===== src/rtl/em_buf_link_resp.sv =====
// Responder side of the edit-memory buffer-chain lookup.
// Queues next-buffer requests, owns the single-port link RAM, and returns the
// successor pointer for every accepted request, in order, three cycles after
// the request when nothing else is competing for the RAM.

`ifndef EM_BUF_PTR_NBITS
`define EM_BUF_PTR_NBITS 4
`endif

module em_buf_link_resp #(
    parameter int unsigned           BPTR_NBITS     = `EM_BUF_PTR_NBITS,
    parameter int unsigned           REQ_FIFO_NBITS = 3,
    parameter int unsigned           HI_WM          = 6,
    parameter logic [BPTR_NBITS-1:0] NULL_PTR       = '1
) (
    input  logic                      clk,
    input  logic                      rstn,
    input  logic                      buf_req,
    input  logic [BPTR_NBITS-1:0]     buf_req_ptr,
    output logic                      buf_ack_valid,
    output logic [BPTR_NBITS-1:0]     buf_ack_ptr,
    input  logic                      link_wr,
    output logic                      link_wr_rdy,
    input  logic [BPTR_NBITS-1:0]     link_wr_ptr,
    input  logic [BPTR_NBITS-1:0]     link_wr_next,
    output logic                      ram_rd,
    output logic                      ram_wr,
    output logic [BPTR_NBITS-1:0]     ram_addr,
    output logic [BPTR_NBITS-1:0]     ram_wdata,
    input  logic [BPTR_NBITS-1:0]     ram_rdata,
    output logic [REQ_FIFO_NBITS:0]   req_cnt,
    output logic                      req_ovfl
);

    localparam int unsigned               DEPTH    = 1 << REQ_FIFO_NBITS;
    localparam logic [REQ_FIFO_NBITS:0]   CNT_ONE  = (REQ_FIFO_NBITS+1)'(1);
    localparam logic [REQ_FIFO_NBITS:0]   CNT_FULL = (REQ_FIFO_NBITS+1)'(DEPTH);
    localparam logic [REQ_FIFO_NBITS-1:0] PTR_ONE  = REQ_FIFO_NBITS'(1);

    logic [BPTR_NBITS-1:0]     fifo_mem [DEPTH];
    logic [REQ_FIFO_NBITS-1:0] rd_ptr, wr_ptr;
    logic [REQ_FIFO_NBITS:0]   cnt_next;

    logic                      fifo_empty, fifo_full, avail, wr_go;
    logic [BPTR_NBITS-1:0]     head;
    logic                      pop, pop_null, pop_fifo, push, drop;
    logic                      do_rd, do_wr;

    // S0/S1 lookup tags; the NULL flag lets bypassed lookups share the pipe
    logic                      s0_vld, s0_null, s1_vld, s1_null;

    // Issue arbitration: the head is the incoming request when the queue is
    // empty, so an idle lookup reaches the RAM strobes one cycle after buf_req.
    always_comb begin
        fifo_empty = (cnt_q_is_zero());
        fifo_full  = (req_cnt == CNT_FULL);
        head       = fifo_empty ? buf_req_ptr : fifo_mem[rd_ptr];
        avail      = !fifo_empty || buf_req;
        wr_go      = link_wr && link_wr_rdy;
        pop        = 1'b0;
        pop_null   = 1'b0;
        do_rd      = 1'b0;
        do_wr      = 1'b0;
        if (avail && (head == NULL_PTR)) begin
            pop      = 1'b1;
            pop_null = 1'b1;
            do_wr    = wr_go;
        end else if (wr_go) begin
            do_wr = 1'b1;
        end else if (avail) begin
            pop   = 1'b1;
            do_rd = 1'b1;
        end
        pop_fifo = pop && !fifo_empty;
        push     = buf_req && !(fifo_empty && pop) && (!fifo_full || pop);
        drop     = buf_req && fifo_full && !pop;
        cnt_next = req_cnt;
        if (push && !pop_fifo) begin
            cnt_next = req_cnt + CNT_ONE;
        end else if (!push && pop_fifo) begin
            cnt_next = req_cnt - CNT_ONE;
        end
    end

    function automatic logic cnt_q_is_zero();
        return (req_cnt == '0);
    endfunction

    // Request queue storage (no reset needed; occupancy gates every read)
    always_ff @(posedge clk) begin
        if (push) begin
            fifo_mem[wr_ptr] <= buf_req_ptr;
        end
    end

    // Queue pointers, occupancy, sticky overflow and registered write-ready
    always_ff @(posedge clk or negedge rstn) begin
        if (!rstn) begin
            rd_ptr      <= '0;
            wr_ptr      <= '0;
            req_cnt     <= '0;
            req_ovfl    <= 1'b0;
            link_wr_rdy <= 1'b1;
        end else begin
            if (push)     wr_ptr <= wr_ptr + PTR_ONE;
            if (pop_fifo) rd_ptr <= rd_ptr + PTR_ONE;
            req_cnt     <= cnt_next;
            req_ovfl    <= req_ovfl | drop;
            link_wr_rdy <= (32'(req_cnt) < HI_WM);
        end
    end

    // Registered link RAM strobes (S0)
    always_ff @(posedge clk or negedge rstn) begin
        if (!rstn) begin
            ram_rd    <= 1'b0;
            ram_wr    <= 1'b0;
            ram_addr  <= '0;
            ram_wdata <= '0;
        end else begin
            ram_rd <= do_rd;
            ram_wr <= do_wr;
            if (do_wr) begin
                ram_addr  <= link_wr_ptr;
                ram_wdata <= link_wr_next;
            end else if (do_rd) begin
                ram_addr <= head;
            end
        end
    end

    // Lookup pipeline S0 -> S1 -> registered ack (S2)
    always_ff @(posedge clk or negedge rstn) begin
        if (!rstn) begin
            s0_vld        <= 1'b0;
            s0_null       <= 1'b0;
            s1_vld        <= 1'b0;
            s1_null       <= 1'b0;
            buf_ack_valid <= 1'b0;
            buf_ack_ptr   <= '0;
        end else begin
            s0_vld        <= pop;
            s0_null       <= pop_null;
            s1_vld        <= s0_vld;
            s1_null       <= s0_null;
            buf_ack_valid <= s1_vld;
            if (s1_vld) begin
                buf_ack_ptr <= s1_null ? NULL_PTR : ram_rdata;
            end
        end
    end

endmodule


===== config.mk =====
export PLATFORM = sky130hd
export DESIGN_NAME = em_buf_link_resp
export DESIGN_NICKNAME = d
export VERILOG_FILES = /design/src/rtl/em_buf_link_resp.sv
export SDC_FILE = /design/constraint.sdc
export NUM_CORES = 1
export LEC_CHECK = 0
export BUFFER_PORTS_ARGS = -buffer_cell sky130_fd_sc_hd__buf_4
export CAP_MARGIN = 30
export CELL_PAD_IN_SITES_DETAIL_PLACEMENT = 0
export CELL_PAD_IN_SITES_GLOBAL_PLACEMENT = 1
export CORE_ASPECT_RATIO = 1.5
export CORE_UTILIZATION = 46
export DETAILED_ROUTE_END_ITERATION = 8
export GPL_ROUTABILITY_DRIVEN = 0
export GPL_TIMING_DRIVEN = 1
export PLACE_DENSITY = 0.87
export SLEW_MARGIN = 20
export SYNTH_ARGS = -nofsm -noshare
export SYNTH_HDL_FRONTEND = slang
export SYNTH_SLANG_ARGS = --single-unit
export TNS_END_PERCENT = 100

===== constraint.sdc =====
create_clock -name clk -period 3.7 [get_ports clk]
set_input_delay 0.185 -clock clk [delete_from_list [all_inputs] [get_ports clk]]
set_output_delay 0.185 -clock clk [all_outputs]
set_load 0.005 [all_outputs]

==> metrics.txt <==
status=complete, no violations; setup TNS=0 ns; count leader, synth=edfxtp_1; top post-synthesis cells by count=edfxtp_1 (32), dfrtp_1 (30), nand2_1 (25); initial antenna violation count=0; vias in the first global route=1713; share of cells above drive strength 1=0.2851; largest net degree at the start of global routing=32; Reg area=about 0.0017 sq mm; Post-Synthesis Cells=approximately 200; Filler Cells Inserted=470; element type at the critical path end=flip-flop; Post-Layout Cell Count=319; synthesized flop and latch total=63; setup bufs post-CTS=0; sequential-to-total area share from yosys stat=0.6476; post-route ant nets=0; Finished Core Util=0.5970; Post-CTS Hold Buffers=1; Initial DRT Pass Iterations=4; Starting DRT DRC Count=slightly below 80; clk_lat worst skew=between 0.3 and 0.4 ns; dpl cells=between 300 and 400; cell taking the most area after synthesis=edfxtp_1; cells on worst reg2reg path=14; Achievable Freq=around 290 MHz; # rows=33; initial core utilization=0.4851; min-delay src=link_wr_next[1]; ant diodes=0; multi-input gate area in the final layout=~910 sq um; LEAKAGE=around 1.4 nW; Tot Pwr=2.925 mW; nets@finish=270; # DRC=0; maxcap violations=0; Die ar.=0.006150 sq mm; Vias/cell=~5.3; drt wl/cell=~16 um; r2r startpoint=rd_ptr[0]; CTS resizes=0; Area Overhead vs Synth=23.08%; asr flop ratio synth=0.4921; io pins=41; Synthesized Nets=approximately 220; max-slew violations=0; clock-pin transition on the worst setup and hold timing paths=approximately 0.06 ns; Syn Area/Cell=13.76 sq um; crit share post-route=0.9211; Slew HR=0.5257; Layout Skew=around 0.006 ns; total wire length=between 5000 and 6000 um; critical path peak fanout=18; Core ar.=~0.0055 sq mm; ys flop type=edfxtp_1; min Tclk post-route=roughly 3.4 ns; VDD IR max=~530 uV; Crit Path Category=flip-flop to flip-flop; CTS root buffer=clkbuf_8; Yosys warnings=0; CTS tree=built; crit path launch type=flip-flop; hold depth=3; TritonCTS buffer count=9; gr usage total=0.1891; Worst Setup SP=rd_ptr[0]; total number of vias=about 1700; Hold Path Class=primary input to flip-flop; Port Buffers=40; Post-Syn Area=approximately 0.0027 sq mm; Die Ht=95.55 um; gr ovfl total=0; worst-case clock buffer depth=2; EDFF count, synth=32; H-tree Lvls=3; Worst EP arrival=approximately 3.6 ns; CP Capture Point=req_cnt[3]; clk sinks=63; worst-margin pin slew=approximately 0.71 ns; DIE WIDTH=64.37 um; cells taking the most area after synthesis=edfxtp_1 (36%), dfrtp_1 (28%), mux2i_1 (6.0%); post-synth cell types=38; Reg2Reg Setup Slack=approximately 0.29 ns; share of the synthesized area in the top cell type=0.3580; first-pass GRT wire length=8411 um; HPWL after detailed placement=3686 um; Final setup viols=0; Required @ worst endpoint=approximately 4 ns; Hold Fails Final Rpt=0; worst flop-to-flop path endpoint=req_cnt[3]; unrepaired setup endpoints after global routing=no; PwrDens=between 800 and 900 mW/mm^2
==> power breakdown <==
group	internal [mW]	switching, mW	leakage, nW	total (mW)
Clock	0.446	0.252	0.120	0.698
Sequential	0.971	0.198	0.654	1.17
Combinational	0.547	0.511	0.598	1.06
==> flip-flops by register name, indices dropped and copies added (netlist names), 3 cells and up <==
signal,count
ram_addr,4
buf_ack_ptr,4
ram_wdata,4
rd_ptr,3
fifo_mem,32
req_cnt,4
wr_ptr,3
==> metrics by stage <==
| step | area (sq um) | hold WS (ns) | setup WS, ns |
|---|---|---|---|
| finish | 3303 | 0.04778 | 0.2921 |
| global route | 3303 | 0.04476 | 0.03773 |
| CTS | 3303 | 0.03303 | 0.2685 |
| detailed placement | 3057 | 0.1411 | 0.3301 |
| global placement | 3057 | 0.1408 | 0.4125 |
| floorplan | 2684 | -0.1106 | 0.5825 |
==> logic make-up after synthesis <==
group,count (synthesis),share of synthesized area
AOI/OAI and AO/OA,30,0.07599
xor gates and xnor gates,8,0.02611
adders and majority gates,6,0.03077
buffers and inverters,7,0.01399
DFF,63,0.6476
muxes,23,0.1058
and+or+nand+nor,58,0.09977
==> area by class of cell <==
class / instances / share of cell area
Inverter: 2 / 0.002273
Timing Repair Buffer: 43 / 0.09848
Multi-Input combinational cell: 125 / 0.2750
Clock inverter: 6 / 0.03295
Clock buffer: 10 / 0.03864
Tap cell: 70 / 0.02652
Sequential cell: 63 / 0.5261
==> routing by layer <==
layer  track usage  vias to the layer above  wire, um
li1              -                      814         -
met1        0.2201                      841      2011
met2        0.3316                       28      2892
met3       0.04545                        8       152
met4       0.07778                        0       102
met5             0                        -         0
==> placed cells by master (no fill, tap or decap), types with 2 or more instances in the layout <==
cell type and instances:
nor2_1 16, bufinv_16 3, xor2_1 2, clkbuf_8 9, a41oi_1 2, nand2b_1 4
o21ai_2 3, mux2_1 2, and2_1 2, mux2i_1 16, o21ai_1 5, a21o_1 2
o22ai_1 4, inv_1 2, a21oi_1 6, xnor2_1 6, nor3_1 5, o21ai_0 3
clkinv_2 2, dfrtp_1 30, edfxtp_1 32, nand2_1 25, buf_4 42, mux4_2 4
ha_1 5
==> how the worst min path moves through the flow <==
stage | endpoint | slack (ns)
floorplan | buf_ack_ptr[0] | -0.11
CTS | ram_wdata[2] | 0.03
global route | ram_wdata[1] | 0.04
finish | ram_wdata[1] | 0.05
global placement | buf_ack_ptr[0] | 0.14
detailed placement | buf_ack_ptr[0] | 0.14
==> critical path, stage by stage (launching register included) <==
cell and delay [ns]:
dfrtp_1 0.34, buf_4 0.30, mux2i_1 0.12, mux4_2 0.46
o21ai_1 0.30, a41oi_1 0.23, a21oi_2 0.24, ha_1 0.22
inv_1 0.09, ha_1 0.28, a21o_1 0.18, a21oi_1 0.16
xnor2_1 0.14, nor2_1 0.07, xor2_1 0.15
(Power assumes the default switching activity.)
